## src/rtl/pc_fetch_ctrl.sv

```systemverilog
// PC register and fetch sequencer (BOOT -> REQ -> RESP -> HOLD) for the single-cycle core.
// Optional build macro: PC_MISALIGN_TRAP_EN redirects a misaligned next-PC to TRAP_PC.

`ifndef PC_WIDTH
`define PC_WIDTH 32
`endif

module pc_fetch_ctrl #(
    parameter logic [`PC_WIDTH-1:0] RESET_PC = 32'h0000_0000,
    parameter logic [`PC_WIDTH-1:0] TRAP_PC  = 32'h0000_0100
) (
    input  logic                 clk_i,
    input  logic                 rst_n_i,
    output logic                 imem_req_o,
    output logic [`PC_WIDTH-1:0] imem_addr_o,
    input  logic                 imem_gnt_i,
    input  logic                 imem_rvalid_i,
    input  logic [31:0]          imem_rdata_i,
    output logic                 inst_valid_o,
    output logic [31:0]          inst_o,
    output logic [`PC_WIDTH-1:0] inst_pc_o,
    input  logic                 inst_ready_i,
    input  logic [`PC_WIDTH-1:0] pc_next_i,
    output logic [31:0]          retire_cnt_o,
    output logic                 misalign_o,
    output logic [1:0]           state_dbg_o
);

    typedef enum logic [1:0] {
        BOOT = 2'd0,
        REQ  = 2'd1,
        RESP = 2'd2,
        HOLD = 2'd3
    } state_t;

    localparam logic [31:0] NOP = 32'h0000_0013;

    state_t               state;
    logic [`PC_WIDTH-1:0] pc;
    logic                 misalign_q;

    // Handshakes: a fetch is accepted on the cycle imem_req_o && imem_gnt_i; the request
    // and address never change before acceptance. Data returns on imem_rvalid_i while in
    // RESP. A held instruction retires on the cycle inst_valid_o && inst_ready_i.
    always_ff @(posedge clk_i or negedge rst_n_i) begin
        if (!rst_n_i) begin
            state        <= BOOT;
            pc           <= RESET_PC;
            inst_o       <= NOP;
            inst_pc_o    <= RESET_PC;
            inst_valid_o <= 1'b0;
            imem_req_o   <= 1'b0;
            retire_cnt_o <= 32'd0;
            misalign_q   <= 1'b0;
        end else begin
            misalign_q <= 1'b0;
            case (state)
                BOOT: begin
                    state      <= REQ;
                    imem_req_o <= 1'b1;
                end
                REQ: begin
                    if (imem_gnt_i) begin
                        state      <= RESP;
                        imem_req_o <= 1'b0;
                    end
                end
                RESP: begin
                    if (imem_rvalid_i) begin
                        inst_o       <= imem_rdata_i;
                        inst_pc_o    <= pc;
                        inst_valid_o <= 1'b1;
                        state        <= HOLD;
                    end
                end
                HOLD: begin
                    if (inst_ready_i) begin
                        retire_cnt_o <= retire_cnt_o + 32'd1;
                        inst_valid_o <= 1'b0;
                        imem_req_o   <= 1'b1;
                        state        <= REQ;
`ifdef PC_MISALIGN_TRAP_EN
                        if (pc_next_i[1:0] != 2'b00) begin
                            pc         <= TRAP_PC;
                            misalign_q <= 1'b1;
                        end else begin
                            pc <= pc_next_i;
                        end
`else
                        pc <= pc_next_i;
`endif
                    end
                end
                default: begin
                    state        <= BOOT;
                    imem_req_o   <= 1'b0;
                    inst_valid_o <= 1'b0;
                end
            endcase
        end
    end

    assign imem_addr_o = pc;
    assign state_dbg_o = state;

`ifdef PC_MISALIGN_TRAP_EN
    assign misalign_o = misalign_q;
`else
    assign misalign_o = 1'b0;
`endif

    // A pending request must hold its address until imem accepts it.
    a_req_stable: assert property (@(posedge clk_i) disable iff (!rst_n_i)
        (imem_req_o && !imem_gnt_i) |=> (imem_req_o && $stable(imem_addr_o)));

    // Both redirect targets must be word addresses.
    a_vectors_aligned: assert property (@(posedge clk_i) disable iff (!rst_n_i)
        (RESET_PC[1:0] == 2'b00) && (TRAP_PC[1:0] == 2'b00));

endmodule

```

## config.mk

```make
export PLATFORM = sky130hd
export DESIGN_NAME = pc_fetch_ctrl
export DESIGN_NICKNAME = d
export VERILOG_FILES = /design/src/rtl/pc_fetch_ctrl.sv
export SDC_FILE = /design/constraint.sdc
export NUM_CORES = 1
export LEC_CHECK = 0
export BUFFER_PORTS_ARGS = -buffer_cell sky130_fd_sc_hd__buf_2
export CORE_MARGIN = 2
export CORE_UTILIZATION = 25
export DETAILED_ROUTE_END_ITERATION = 6
export HOLD_SLACK_MARGIN = 0.12
export PLACE_DENSITY = 0.51
export SYNTH_ARGS = -nofsm -noshare
export SYNTH_HDL_FRONTEND = slang
export SYNTH_SLANG_ARGS = --single-unit
```

## constraint.sdc

```tcl
create_clock -name clk_i -period 1.6 [get_ports clk_i]
set_input_delay 0.08 -clock clk_i [delete_from_list [all_inputs] [get_ports clk_i]]
set_output_delay 0.08 -clock clk_i [all_outputs]
set_load 0.02 [all_outputs]
```

==> results of run 1 <==
## power by group
part	internal, W	total [W]	leakage, nW	switching [W]
clock	0.00267	0.00419	0.311	0.00152
combinational	0.00264	0.00594	2.08	0.00330
sequential	0.00475	0.00554	1.61	0.000793
## state kept, by name (all words and copies together) (netlist names)
register      flops
imem_addr_o      32
imem_req_o        1
inst_o           32
inst_pc_o        32
inst_valid_o      1
retire_cnt_o     32
state_dbg_o       2
## cells in the mapped netlist, types with 3 or more instances
cell	instances
and2_1	4
buf_2	3
clkbuf_1	6
dfrtp_1	129
dfstp_2	3
ha_1	4
inv_1	7
mux2_2	97
nand2_1	13
nand3_1	11
nand4_1	12
nor2_1	8
nor4_4	4
o21ai_0	3
xnor2_1	22
xor2_1	9
## through the flow
| stage | hold WS, ps | utilization, % |
|---|---|---|
| floorplan | -215.6 | - |
| global placement | -4.101 | 33.09 |
| detailed placement | 0.3470 | 33.09 |
| CTS | 125.7 | 39.44 |
| global route | 156.8 | 39.65 |
| finish | 129.5 | 39.65 |
## timing repair
| item | in CTS | in global routing |
|---|---|---|
| resized for setup | 0 | 4 |
| buffers inserted | 1 | 3 |
| hold buffers | 68 | 0 |
| endpoints found under the hold margin | 201 | 0 |
| endpoints found under the setup margin | 3 | 15 |
| pin swaps | 1 | 4 |
## metal layers
| layer | vias up | wire, um |
|---|---|---|
| li1 | 1862 | - |
| met1 | 2029 | 5735 |
| met2 | 117 | 7078 |
| met3 | 12 | 745 |
| met4 | 0 | 180 |
| met5 | - | 0 |
## logic make-up after synthesis
logic type,count (synthesis),share of synthesized area (%)
adders and majority gates,4,0.9488
AOI/OAI and AO/OA,7,0.8064
and+or+nand+nor,63,8.017
other,1,0.07109
xor gates and xnor gates,31,5.147
DFF,132,62.69
muxes,98,20.90
buffers and inverters,18,1.423
## placed cells by master, fill, tap and decap left out, types with 12 or more instances in the layout
cell,instances
buf_2,199
buf_4,28
clkbuf_16,17
dfrtp_1,115
dfrtp_2,14
dlygate4sd3_1,68
mux2_2,97
nand2_1,12
nand4_1,12
xnor2_1,22
## final timing paths
| check | slack (ps) | cells past startpoint | from | end |
|---|---|---|---|---|
| worst max register to register | 20 | 5 | state_dbg_o[1] | retire_cnt_o[19] |
| worst max-delay path | 20 | 5 | state_dbg_o[1] | retire_cnt_o[19] |
| max in group asynchronous | 910 | 3 | rst_n_i | imem_addr_o[1] |
| worst min-delay path | 130 | 2 | rst_n_i | retire_cnt_o[31] |
| worst min register to register | 480 | 1 | retire_cnt_o[31] | retire_cnt_o[31] |
| min in group clk_i | 430 | 3 | pc_next_i[24] | imem_addr_o[24] |
## final cells by class
type | instances | area, um2
timing repair buffer | 302 | 2009
clock inverter | 14 | 198.9
multi-input combinational | 204 | 1939
clock buffer | 18 | 439.2
tap | 275 | 344.1
inverter | 7 | 26.28
sequential | 132 | 3324
fill | 2002 | 12610
==> impl_metrics.tcl, run 1 <==
set metrics [dict create \
    outcome "finished clean" \
    final.setup.tns_ps 0 \
    synth_area_leaders "dfrtp_1 (61%), mux2_2 (21%), xnor2_1 (3.7%), nor4_4 (1.6%), dfstp_2 (1.5%)" \
    grt_first_pass_wirelength_um 22230 \
    use_met1_pct 15.42 \
    antenna_found_initial 0 \
    antenna_cells 0 \
    die_h_um 149.3 \
    p_per_area_nw_per_um2 1892 \
    route.detailed.drc 0 \
    cts_root_buffer "clkbuf_16" \
    max_stage_delay_ps 490 \
    power.total_w 0.01567 \
    path_clk_slew_ps 60 \
    rows 53 \
    start_util_pct 25.25 \
    ant_nets 0 \
    crit_required_ps 1930 \
    syn_inst 354 \
    dieArea_um2 22280 \
    grt_max_degree 43 \
    finalNetCount 737 \
    maxSlewViolCount 0 \
    clk_latency_ps 410 \
    crit_family "simple AND/OR/NAND/NOR gates" \
    gp_congestion 0.7774 \
    synth_area_um2 5275 \
    rsz0062_at_grt "yes" \
    coreArea_um2 20890 \
    irDropWorstVdd_v 0.001049 \
    yosys.area.top_type_share_pct 61.20 \
    path_cells "ha_4 -> nand4_1 -> or4_4 -> nor4_4 -> xor2_1" \
    critPathKind "reg -> reg" \
    synth-edff-count 0 \
    yosysSeqAreaShare_pct 62.69 \
    synth_nets 427 \
    ctsHtreeMaxLevel 4 \
    cts_tree "done" \
    grt_usage_pct 12.74 \
    setup-violations-final 0 \
    crit_arrival_ps 1910 \
    first_iter_violations 106 \
    port-buffer-count 200 \
    grt_busiest_layer "met2" \
    io_pins 202 \
    numCtsBuffers 17 \
    die_w_um 149.3 \
    hold_viol 0 \
    dp_hpwl_um 9670 \
    fin_crit_ps 1585 \
    ys_seq_elements 132 \
    postLayoutCellArea_um2 8282 \
    start_kind "flip-flop" \
    async_flop_share_pct 100.0 \
    grt-ovfl-total 0 \
    fin_ws_ps 15.19 \
    vias 4020 \
    use_met2_pct 21.80 \
    fmax_mhz 631.0 \
    p_leak_nw 4.000 \
    drv_cap 0 \
    vias_per_cell 4.223 \
    wl_per_cell_um 14.43 \
    yosysUniqueCellTypes 31 \
    crit_path_end_kind "flip-flop" \
    period_share_pct 99.05 \
    cp_max_fo 5 \
    yosysWarnings 0 \
    clock_path_buffers 2 \
    placedInstanceArea_um2 6912 \
    syn_avg_cell_area_um2 14.90 \
    use_met3_pct 3.792 \
    place_inst 848 \
    clkSinkCount 132 \
    drt_first_pass_iters 4 \
    ys.flop_type "dfrtp_1" \
    min_path_type "in -> async" \
    slowest_stage "or4_4" \
    critPathBufInv 0 \
    grt_pass1_vias 4379 \
    skew_ps 7.842 \
    syn_to_final_growth_pct 57.00 \
    yosysTopAreaCell "dfrtp_1" \
    drive_above_1_share_pct 58.35 \
    fin_cells 952 \
    pre_cts_ws_ps 13.78 \
    drt-total-wl_um 13740 \
]
(Power assumes the default switching activity.)
==> run 2: changes to the inputs <==
--- a/config.mk
+++ b/config.mk
@@ -10,7 +10,7 @@
 export CORE_UTILIZATION = 25
 export DETAILED_ROUTE_END_ITERATION = 6
 export HOLD_SLACK_MARGIN = 0.12
-export PLACE_DENSITY = 0.51
+export PLACE_DENSITY = 0.49
 export SYNTH_ARGS = -nofsm -noshare
 export SYNTH_HDL_FRONTEND = slang
 export SYNTH_SLANG_ARGS = --single-unit
==> constraint.sdc (replaced) <==
create_clock -name clk_i -period 1.85 [get_ports clk_i]
set_input_delay 0.0925 -clock clk_i [delete_from_list [all_inputs] [get_ports clk_i]]
set_output_delay 0.0925 -clock clk_i [all_outputs]
set_load 0.02 [all_outputs]
==> impl_metrics.tcl, run 2 (same netlist as run 1, synthesis figures left out) <==
set metrics [dict create \
    layout_common_cells "buf_2 (199), dfrtp_1 (129), mux2_2 (97)" \
    internal_power_w 0.008632 \
    clk_latency_ps 410 \
    finalNetCount 718 \
    wl_per_cell_um 14.16 \
    coreArea_um2 20890 \
    grt_usage_pct 12.07 \
    die_h_um 149.3 \
    p_per_area_nw_per_um2 1654 \
    rows 53 \
    relSlewSlack_pct 66.51 \
    slowest_stage "or4_4" \
    drt-total-wl_um 13190 \
    grt_max_degree 51 \
    crit_path_end_kind "flip-flop" \
    path_clk_slew_ps 60 \
    fmax_mhz 593.4 \
    p_leak_nw 3.909 \
    power.total_w 0.01333 \
    cp_max_fo 6 \
    hold_viol 0 \
    grt-ovfl-total 0 \
    rsz0062_at_grt "no" \
    n_fill_cell 2015 \
    period_share_pct 91.09 \
    numCtsBuffers 17 \
    critPathBufInv 0 \
    crit_family "simple AND/OR/NAND/NOR gates" \
    vias_per_cell 4.189 \
    irDropWorstVdd_v 0.0008011 \
    clock_path_buffers 2 \
    io_pins 202 \
    worst_pin_slew_ps 498.5 \
    drv_cap 0 \
    gp_congestion 0.7354 \
    dieArea_um2 22280 \
    skew_ps 6.042 \
    cts_tree "done" \
    grt_first_pass_wirelength_um 20880 \
    die_w_um 149.3 \
    grt_pass1_vias 4098 \
    crit_required_ps 2180 \
    antenna_found_initial 0 \
    maxSlewViolCount 0 \
    drive_above_1_share_pct 54.27 \
    fin_crit_ps 1685 \
    dp_hpwl_um 8998 \
    p_seq_share_pct 35.8 \
    start_util_pct 25.25 \
    drt_first_pass_iters 4 \
    critPathKind "reg -> reg" \
    path_cells "ha_2 -> nand4_1 -> or4_4 -> nor4_4 -> xor2_1" \
    min_path_type "in -> async" \
    syn_to_final_growth_pct 52.80 \
    switching_share_pct 35.27 \
    cts_root_buffer "clkbuf_16" \
    layout_commonest_cell "buf_2" \
    clkSinkCount 132 \
    pwr-share-comb_pct 37.1 \
    max_stage_delay_ps 490 \
    route.detailed.drc 0 \
    crit_arrival_ps 2010 \
    port-buffer-count 200 \
    outcome "finished clean" \
    p_switching_w 0.004702 \
    start_kind "flip-flop" \
    antenna_cells 0 \
    setup-violations-final 0 \
    clkPwrFrac_pct 27.1 \
    vias 3900 \
    ctsHtreeMaxLevel 4 \
    holdWs_ps 186.9 \
    first_iter_violations 75 \
    ant_nets 0 \
]
## run 2: power by group through the flow
stage | clock network (W) | registers [W] | logic [W]
after global routing | 0.00389 | 0.00495 | 0.00529
after floorplan | 0 | 0.00624 | 0.00159
after CTS | 0.00374 | 0.00478 | 0.00503
final | 0.00361 | 0.00477 | 0.00495
after global placement | 0 | 0.00476 | 0.00486
after detailed placement | 0 | 0.00481 | 0.00491
## run 2: per-layer routing
layer	vias up	GRT usage (%)	wire length, um
li1	1821	-	-
met2	128	20.23	6517
met4	0	4.762	216
met1	1934	14.27	5713
met5	-	0	0
met3	17	4.067	738
## run 2: final timing paths
kind                                          to  cells past startpoint             start  slack, ps
min in group clk_i               imem_addr_o[16]                      3     pc_next_i[16]        440
worst max register to register  retire_cnt_o[21]                      5    state_dbg_o[1]        160
worst max-delay path            retire_cnt_o[21]                      5    state_dbg_o[1]        160
max in group asynchronous          inst_pc_o[28]                      3           rst_n_i        920
worst min-delay path            retire_cnt_o[23]                      2           rst_n_i        190
worst min register to register  retire_cnt_o[31]                      1  retire_cnt_o[31]        480
## run 2: layout make-up
cell class                      count  area (um2)  share of cell area (%)
Clock buffer                       22       484.2                   6.007
Multi-Input combinational cell    204        1899                   23.56
Sequential cell                   132        3307                   41.03
Clock inverter                      8       148.9                   1.847
Tap cell                          275       344.1                   4.269
Timing Repair Buffer              283        1851                   22.96
Inverter                            7       26.28                  0.3260
## run 2: per-stage QoR
stage	util, %	area (um2)	TNS, ps	std cells	worst slack (ps)
after floorplan	-	5276	-1009	354	-17.70
after global placement	32.29	6744	0	833	165.2
after detailed placement	32.29	6744	0	833	112.9
after CTS	38.57	8058	0	931	118.9
after global routing	38.59	8060	0	931	43.47
final	38.59	8060	0	931	164.8
## run 2: repair_timing
item | CTS | global route
gates resized for setup | 0 | 1
hold buffers | 68 | 0
endpoints found under the setup margin | 0 | 1
endpoints found under the hold margin | 175 | 0
buffers inserted | 0 | 0
## run 2: worst register-to-register path: stages (launching register included)
cell     delay [ps]
dfrtp_1         400
ha_2            260
nand4_1         130
or4_4           490
nor4_4          170
xor2_1          170
